===== src/rtl/mem_pkg.sv =====
// Shared types and constants for the 512x32 memory subsystem and its access controller.
package mem_pkg;

  localparam int unsigned MEM_ADDR_W = 9;
  localparam int unsigned MEM_DATA_W = 32;
  localparam int unsigned MEM_DEPTH  = 512;

  typedef enum logic [2:0] {
    IDLE,
    WAIT,
    ACCESS,
    RESP,
    VERIFY
  } mem_state_t;

  // Any set bit above the memory address field means the word does not exist.
  function automatic logic addr_out_of_range(input logic [31:0] addr, input int unsigned addr_w);
    return (addr >> addr_w) != 32'd0;
  endfunction

endpackage


===== src/rtl/mem_access_ctrl_if.sv =====
// Datapath-side request/response handshake of the memory access controller.
interface mem_access_ctrl_if
  import mem_pkg::*;
#(
  parameter int unsigned DATA_W = MEM_DATA_W
);

  logic              req_valid;
  logic              req_ready;
  logic              req_write;
  logic [31:0]       req_addr;
  logic [DATA_W-1:0] req_wdata;
  logic              rsp_valid;
  logic              rsp_ready;
  logic [DATA_W-1:0] rsp_rdata;
  logic              rsp_err;

  modport master (
    output req_valid, req_write, req_addr, req_wdata, rsp_ready,
    input  req_ready, rsp_valid, rsp_rdata, rsp_err
  );

  modport slave (
    input  req_valid, req_write, req_addr, req_wdata, rsp_ready,
    output req_ready, rsp_valid, rsp_rdata, rsp_err
  );

endinterface


===== src/rtl/mem_mar_mdr.sv =====
// Memory address (MAR) and memory data (MDR) registers with independent load enables.
module mem_mar_mdr #(
  parameter int unsigned ADDR_W = 9,
  parameter int unsigned DATA_W = 32
) (
  input  logic              clk_i,
  input  logic              rst_ni,
  input  logic              mar_load_i,
  input  logic [ADDR_W-1:0] mar_i,
  input  logic              mdr_load_i,
  input  logic [DATA_W-1:0] mdr_i,
  output logic [ADDR_W-1:0] mar_o,
  output logic [DATA_W-1:0] mdr_o
);

  logic [ADDR_W-1:0] mar_q, mar_d;
  logic [DATA_W-1:0] mdr_q, mdr_d;

  always_comb begin
    mar_d = mar_load_i ? mar_i : mar_q;
    mdr_d = mdr_load_i ? mdr_i : mdr_q;
  end

  always_ff @(posedge clk_i or negedge rst_ni) begin
    if (!rst_ni) begin
      mar_q <= '0;
      mdr_q <= '0;
    end else begin
      mar_q <= mar_d;
      mdr_q <= mdr_d;
    end
  end

  assign mar_o = mar_q;
  assign mdr_o = mdr_q;

endmodule


===== src/rtl/mem_access_ctrl.sv =====
// Single-outstanding load/store initiator for the 512x32 memory.
// Define MEM_WRITE_VERIFY_EN to read back every store and flag a mismatch in rsp_err.
module mem_access_ctrl
  import mem_pkg::*;
#(
  parameter int unsigned ADDR_W      = MEM_ADDR_W,
  parameter int unsigned DATA_W      = MEM_DATA_W,
  parameter int unsigned WAIT_CYCLES = 0
) (
  input  logic              clk,
  input  logic              reset_n,
  mem_access_ctrl_if.slave  bus,
  output logic [ADDR_W-1:0] mem_addr,
  output logic [DATA_W-1:0] mem_datain,
  output logic              mem_write,
  input  logic [DATA_W-1:0] mem_dataout
);

  localparam logic [3:0] WaitLoad = (WAIT_CYCLES > 0) ? 4'(WAIT_CYCLES - 1) : 4'd0;

  mem_state_t        state_q, state_d;
  logic [3:0]        cnt_q, cnt_d;
  logic              err_q, err_d;
  logic              wr_q, wr_d;
  logic              mar_load, mdr_load;
  logic [DATA_W-1:0] mdr_in;
  logic [ADDR_W-1:0] mar;
  logic [DATA_W-1:0] mdr;
  logic              addr_oor;

  assign addr_oor = addr_out_of_range(bus.req_addr, ADDR_W);

  mem_mar_mdr #(
    .ADDR_W (ADDR_W),
    .DATA_W (DATA_W)
  ) u_mar_mdr (
    .clk_i      (clk),
    .rst_ni     (reset_n),
    .mar_load_i (mar_load),
    .mar_i      (bus.req_addr[ADDR_W-1:0]),
    .mdr_load_i (mdr_load),
    .mdr_i      (mdr_in),
    .mar_o      (mar),
    .mdr_o      (mdr)
  );

  always_comb begin
    state_d  = state_q;
    cnt_d    = cnt_q;
    err_d    = err_q;
    wr_d     = wr_q;
    mar_load = 1'b0;
    mdr_load = 1'b0;
    mdr_in   = bus.req_wdata;
    case (state_q)
      IDLE: begin
        if (bus.req_valid) begin
          mar_load = 1'b1;
          // A load keeps the old MDR so a rejected load returns it untouched.
          mdr_load = bus.req_write;
          wr_d     = bus.req_write;
          err_d    = addr_oor;
          if (addr_oor) begin
            state_d = RESP;
          end else if (WAIT_CYCLES > 0) begin
            state_d = WAIT;
            cnt_d   = WaitLoad;
          end else begin
            state_d = ACCESS;
          end
        end
      end
      WAIT: begin
        if (cnt_q == 4'd0) state_d = ACCESS;
        else               cnt_d   = cnt_q - 4'd1;
      end
      ACCESS: begin
        if (!wr_q) begin
          mdr_load = 1'b1;
          mdr_in   = mem_dataout;
          state_d  = RESP;
        end else begin
`ifdef MEM_WRITE_VERIFY_EN
          state_d = VERIFY;
`else
          state_d = RESP;
`endif
        end
      end
      RESP: begin
        if (bus.rsp_ready) begin
          state_d = IDLE;
          err_d   = 1'b0;
        end
      end
      VERIFY: begin
`ifdef MEM_WRITE_VERIFY_EN
        if (mem_dataout != mdr) err_d = 1'b1;
        state_d = RESP;
`else
        state_d = IDLE;
`endif
      end
      default: state_d = IDLE;
    endcase
  end

  always_ff @(posedge clk or negedge reset_n) begin
    if (!reset_n) begin
      state_q <= IDLE;
      cnt_q   <= 4'd0;
      err_q   <= 1'b0;
      wr_q    <= 1'b0;
    end else begin
      state_q <= state_d;
      cnt_q   <= cnt_d;
      err_q   <= err_d;
      wr_q    <= wr_d;
    end
  end

  // Decoded from state so an asynchronous reset kills a pending write at once.
  assign mem_write     = (state_q == ACCESS) && wr_q;
  assign mem_addr      = mar;
  assign mem_datain    = mdr;
  assign bus.req_ready = (state_q == IDLE);
  assign bus.rsp_valid = (state_q == RESP);
  assign bus.rsp_err   = (state_q == RESP) && err_q;
  assign bus.rsp_rdata = mdr;

endmodule


===== src/flat_wrapper.sv =====
// flat-port wrapper written by rule: the top's interface ports become plain ports
module mem_access_ctrl_flat import mem_pkg::*;
#(
  parameter int unsigned ADDR_W      = MEM_ADDR_W,
  parameter int unsigned DATA_W      = MEM_DATA_W,
  parameter int unsigned WAIT_CYCLES = 0
)
  (clk, reset_n, mem_addr, mem_datain, mem_write, mem_dataout, bus_req_valid, bus_req_write, bus_req_addr, bus_req_wdata, bus_rsp_ready, bus_req_ready, bus_rsp_valid, bus_rsp_rdata, bus_rsp_err);
  mem_access_ctrl_if #(.DATA_W(DATA_W)) bus_i ();
  input  logic clk;
  input  logic reset_n;
  output logic [ADDR_W-1:0] mem_addr;
  output logic [DATA_W-1:0] mem_datain;
  output logic mem_write;
  input  logic [DATA_W-1:0] mem_dataout;
  input wire logic [$bits(bus_i.req_valid)-1:0] bus_req_valid;
  input wire logic [$bits(bus_i.req_write)-1:0] bus_req_write;
  input wire logic [$bits(bus_i.req_addr)-1:0] bus_req_addr;
  input wire logic [$bits(bus_i.req_wdata)-1:0] bus_req_wdata;
  input wire logic [$bits(bus_i.rsp_ready)-1:0] bus_rsp_ready;
  output wire logic [$bits(bus_i.req_ready)-1:0] bus_req_ready;
  output wire logic [$bits(bus_i.rsp_valid)-1:0] bus_rsp_valid;
  output wire logic [$bits(bus_i.rsp_rdata)-1:0] bus_rsp_rdata;
  output wire logic [$bits(bus_i.rsp_err)-1:0] bus_rsp_err;
  assign bus_i.req_valid = bus_req_valid;
  assign bus_i.req_write = bus_req_write;
  assign bus_i.req_addr = bus_req_addr;
  assign bus_i.req_wdata = bus_req_wdata;
  assign bus_i.rsp_ready = bus_rsp_ready;
  assign bus_req_ready = bus_i.req_ready;
  assign bus_rsp_valid = bus_i.rsp_valid;
  assign bus_rsp_rdata = bus_i.rsp_rdata;
  assign bus_rsp_err = bus_i.rsp_err;
  mem_access_ctrl #(.ADDR_W(ADDR_W), .DATA_W(DATA_W), .WAIT_CYCLES(WAIT_CYCLES)) u_core (.clk(clk), .reset_n(reset_n), .bus(bus_i), .mem_addr(mem_addr), .mem_datain(mem_datain), .mem_write(mem_write), .mem_dataout(mem_dataout));
endmodule

===== config.mk =====
export PLATFORM = sky130hd
export DESIGN_NAME = mem_access_ctrl_flat
export DESIGN_NICKNAME = d
export VERILOG_FILES = /design/src/rtl/mem_pkg.sv /design/src/rtl/mem_access_ctrl_if.sv /design/src/rtl/mem_mar_mdr.sv /design/src/rtl/mem_access_ctrl.sv /design/src/flat_wrapper.sv
export SDC_FILE = /design/constraint.sdc
export NUM_CORES = 1
export LEC_CHECK = 0
export ABC_AREA = 1
export BUFFER_PORTS_ARGS = -buffer_cell sky130_fd_sc_hd__buf_2
export CAP_MARGIN = 20
export CORE_MARGIN = 5
export CORE_UTILIZATION = 45
export CTS_CLUSTER_SIZE = 12
export DETAILED_ROUTE_END_ITERATION = 16
export PLACE_DENSITY = 0.85
export SLEW_MARGIN = 20
export SYNTH_ARGS = -nofsm -noshare
export SYNTH_HDL_FRONTEND = slang
export SYNTH_SLANG_ARGS = --single-unit

===== constraint.sdc =====
create_clock -name clk -period 2.37 [get_ports clk]
set_input_delay 0.237 -clock clk [delete_from_list [all_inputs] [get_ports clk]]
set_output_delay 0.237 -clock clk [all_outputs]
set_load 0.02 [all_outputs]

==> impl_metrics.json <==
{
  "viasPerCell": 4.94,
  "swShare_pct": 51.5,
  "ir_drop_uv": 922,
  "p_switching_w": 0.00255,
  "fin_cells": 543,
  "synth_top_area_cell": "dfrtp_1",
  "clk_latency_ns": 0.30,
  "root_buffer": "clkbuf_8",
  "end_kind": "output pin",
  "via_count": 2684,
  "die_w_um": 86.8,
  "postSynthAreaPerCell_sq_um": 8.12,
  "grt_setup_unrepaired": "no",
  "worstReg2RegEnd": "u_core.u_mar_mdr.mdr_o[22]$_DFFE_PN0P_",
  "hold_buffers": 1,
  "dpl.hpwl_um": 5620,
  "ys_seq_area_share_pct": 46.2,
  "power.share.clock_pct": 9.7,
  "power_leakage_nw": 1.84,
  "io_buffers": 177,
  "worstSetupEndpoint": "mem_write",
  "post_cts_resized": 0,
  "route.met2.wl_um": 3640,
  "cp.required_ns": 2.13,
  "path_clk_slew_ns": 0.09,
  "finalNetCount": 573,
  "initial_core_util_pct": 45.7,
  "final_cell_mix": "buf_2, nand2_1, nor2_1",
  "internal_power_w": 0.00241,
  "syn_nets": 433,
  "ioPinCount": 178,
  "highest_layer": "met4",
  "grt_max_degree": 65,
  "synth_top_cell_area_share_pct": 46.2,
  "status": "completed",
  "die-area_sq_mm": 0.00754,
  "critical_path.startpoint_type": "register",
  "clock_path_buffers": 2,
  "yosys-top-cells-area": "dfrtp_1, nand2_1, buf_4, a31oi_1, nor2_1",
  "ys_ff_latch": 49,
  "tritoncts": "yes",
  "drv_cap": 0,
  "core-area_sq_mm": 0.00582,
  "ys_warn_count": 0,
  "holdPathStages": 3,
  "worst_pin_slew_ns": 0.474,
  "pwr-share-comb_pct": 60.1,
  "dieHeight_um": 86.8,
  "drt_iter0_markers": 132,
  "setup_viol": 0,
  "globalplace.congestion": 0.823,
  "n_antenna_cell": 0,
  "cts_setup_buffers": 0,
  "htreeDepth": 2,
  "critPathMaxFanout": 17,
  "max-slew-margin-rel_pct": 68.4,
  "finalCriticalPeriod_ns": 1.84,
  "syn_inst": 327,
  "grt_use_total_pct": 18.5,
  "routed_wl_um": 7190,
  "worstPathArrival_ns": 1.60,
  "netlist_area_sq_mm": 0.00266,
  "r2r_cells": 8,
  "grt_pass1_vias": 2574,
  "numCtsBuffers": 5,
  "cp-startpoint": "u_core.state_q[0]$_DFFE_PN0P_",
  "pwr-share-seq_pct": 30.1,
  "min_path_type": "in -> reg",
  "drive_gt1_share_pct": 41.5,
  "clock-sinks": 49,
  "antenna_found_initial": 0,
  "grt_pass1_wl_um": 11100,
  "reg2reg_slack_ns": 0.53,
  "hold_violations": 0,
  "wl_met3_um": 804,
  "overflow": 0,
  "max_freq_mhz": 543,
  "wl_per_cell_um": 13.2,
  "skew_ns": 0.00863,
  "drtPass1Iterations": 5,
  "finalSetupTns_ns": 0,
  "rows": 28,
  "ys_types": 21,
  "mostFrequentLayoutCell": "buf_2",
  "area_growth_pct": 28.8,
  "criticalPathCategory": "reg -> out",
  "slew_violations": 0,
  "dp.cells": 534,
  "antenna_left": 0,
  "powerDensity_mw_per_mm2": 1450,
  "period_share_pct": 77.7,
  "drt-met1-wl_um": 2670,
  "reg2reg_from": "u_core.state_q[1]$_DFFE_PN0P_",
  "drcViolationCount": 0
}
## power groups by stage
stage / logic [W] / registers [W] / clock network (W)
finish: 0.00298 / 0.00149 / 0.000481
global route: 0.00325 / 0.00155 / 0.000526
CTS: 0.00302 / 0.00150 / 0.000493
detailed placement: 0.00302 / 0.00151 / 0
global placement: 0.00294 / 0.00150 / 0
floorplan: 0.00202 / 0.00192 / 0
## cell usage after synthesis (all sizes together)
cell,count
inv,14
nand3,33
a31oi,32
o21ai,7
ha,5
nor2,51
nor3,1
xor2,1
dfrtp,49
clkbuf,6
a21oi,2
buf,43
xnor2,1
nand2,82
## how the worst min path moves through the flow
| stage | from | to | slack, ns |
|---|---|---|---|
| after floorplan | reset_n | u_core.cnt_q[0]$_DFFE_PN0P_ | -0.06 |
| after global placement | reset_n | u_core.u_mar_mdr.mdr_o[13]$_DFFE_PN0P_ | 0.21 |
| after detailed placement | reset_n | u_core.u_mar_mdr.mdr_o[19]$_DFFE_PN0P_ | 0.22 |
| after CTS | bus_req_addr[5] | u_core.u_mar_mdr.mar_o[5]$_DFFE_PN0P_ | 0.12 |
| after global routing | bus_req_addr[2] | u_core.u_mar_mdr.mar_o[2]$_DFFE_PN0P_ | 0.13 |
| final | bus_req_addr[5] | u_core.u_mar_mdr.mar_o[5]$_DFFE_PN0P_ | 0.13 |
## sequential cells by signal (all words and copies together) (netlist names)
signal,flops
u_core.u_mar_mdr.mar_o,9
u_core.wr_q,1
u_core.state_q,2
u_core.cnt_q,4
u_core.u_mar_mdr.mdr_o,32
u_core.err_q,1
## layer usage
| layer | GRT usage (%) | vias to the layer above |
|---|---|---|
| met5 | 0 | - |
| met4 | 4.96 | 0 |
| met3 | 5.61 | 8 |
| met2 | 32.8 | 140 |
| met1 | 21.5 | 1226 |
| li1 | - | 1310 |
## stage by stage
step	util, %	power, W	hold slack (ns)	cell area [sq um]	setup slack (ns)
6_report	58.8	0.00496	0.128	3420	0.530
5_1_grt	58.8	0.00533	0.128	3420	0.323
4_1_cts	58.8	0.00501	0.118	3420	0.492
3_5_place_dp	57.2	0.00453	0.221	3330	0.538
3_3_place_gp	57.2	0.00444	0.214	3330	0.623
2_1_floorplan	-	0.00394	-0.0586	2660	0.787
## cell type report
| class | instances | area [sq um] |
|---|---|---|
| Clock buffer | 7 | 76.3 |
| Sequential cell | 49 | 1230 |
| Timing Repair Buffer | 182 | 926 |
| Fill cell | 537 | 2400 |
| Inverter | 14 | 52.6 |
| Tap cell | 75 | 93.8 |
| Multi-Input combinational cell | 215 | 1040 |
| Clock inverter | 1 | 7.51 |
## worst max-delay path, stage by stage, from the launching register on
cell	delay [ns]
dfrtp_1	0.43
inv_1	0.10
ha_1	0.24
buf_4	0.25
nand2_1	0.08
inv_1	0.05
buf_2	0.16
## cells by family (layout without fill, tap and decap cells)
group,count (synthesis),in the layout,share of synthesized area [%]
compound gates,41,41,9.38
flops,49,49,46.2
fa+ha+maj,5,5,2.36
buf+inv,63,204,14.8
xor+xnor,2,2,0.660
simple gates,167,167,26.7
Note: power is estimated with default switching activity, not from simulation.
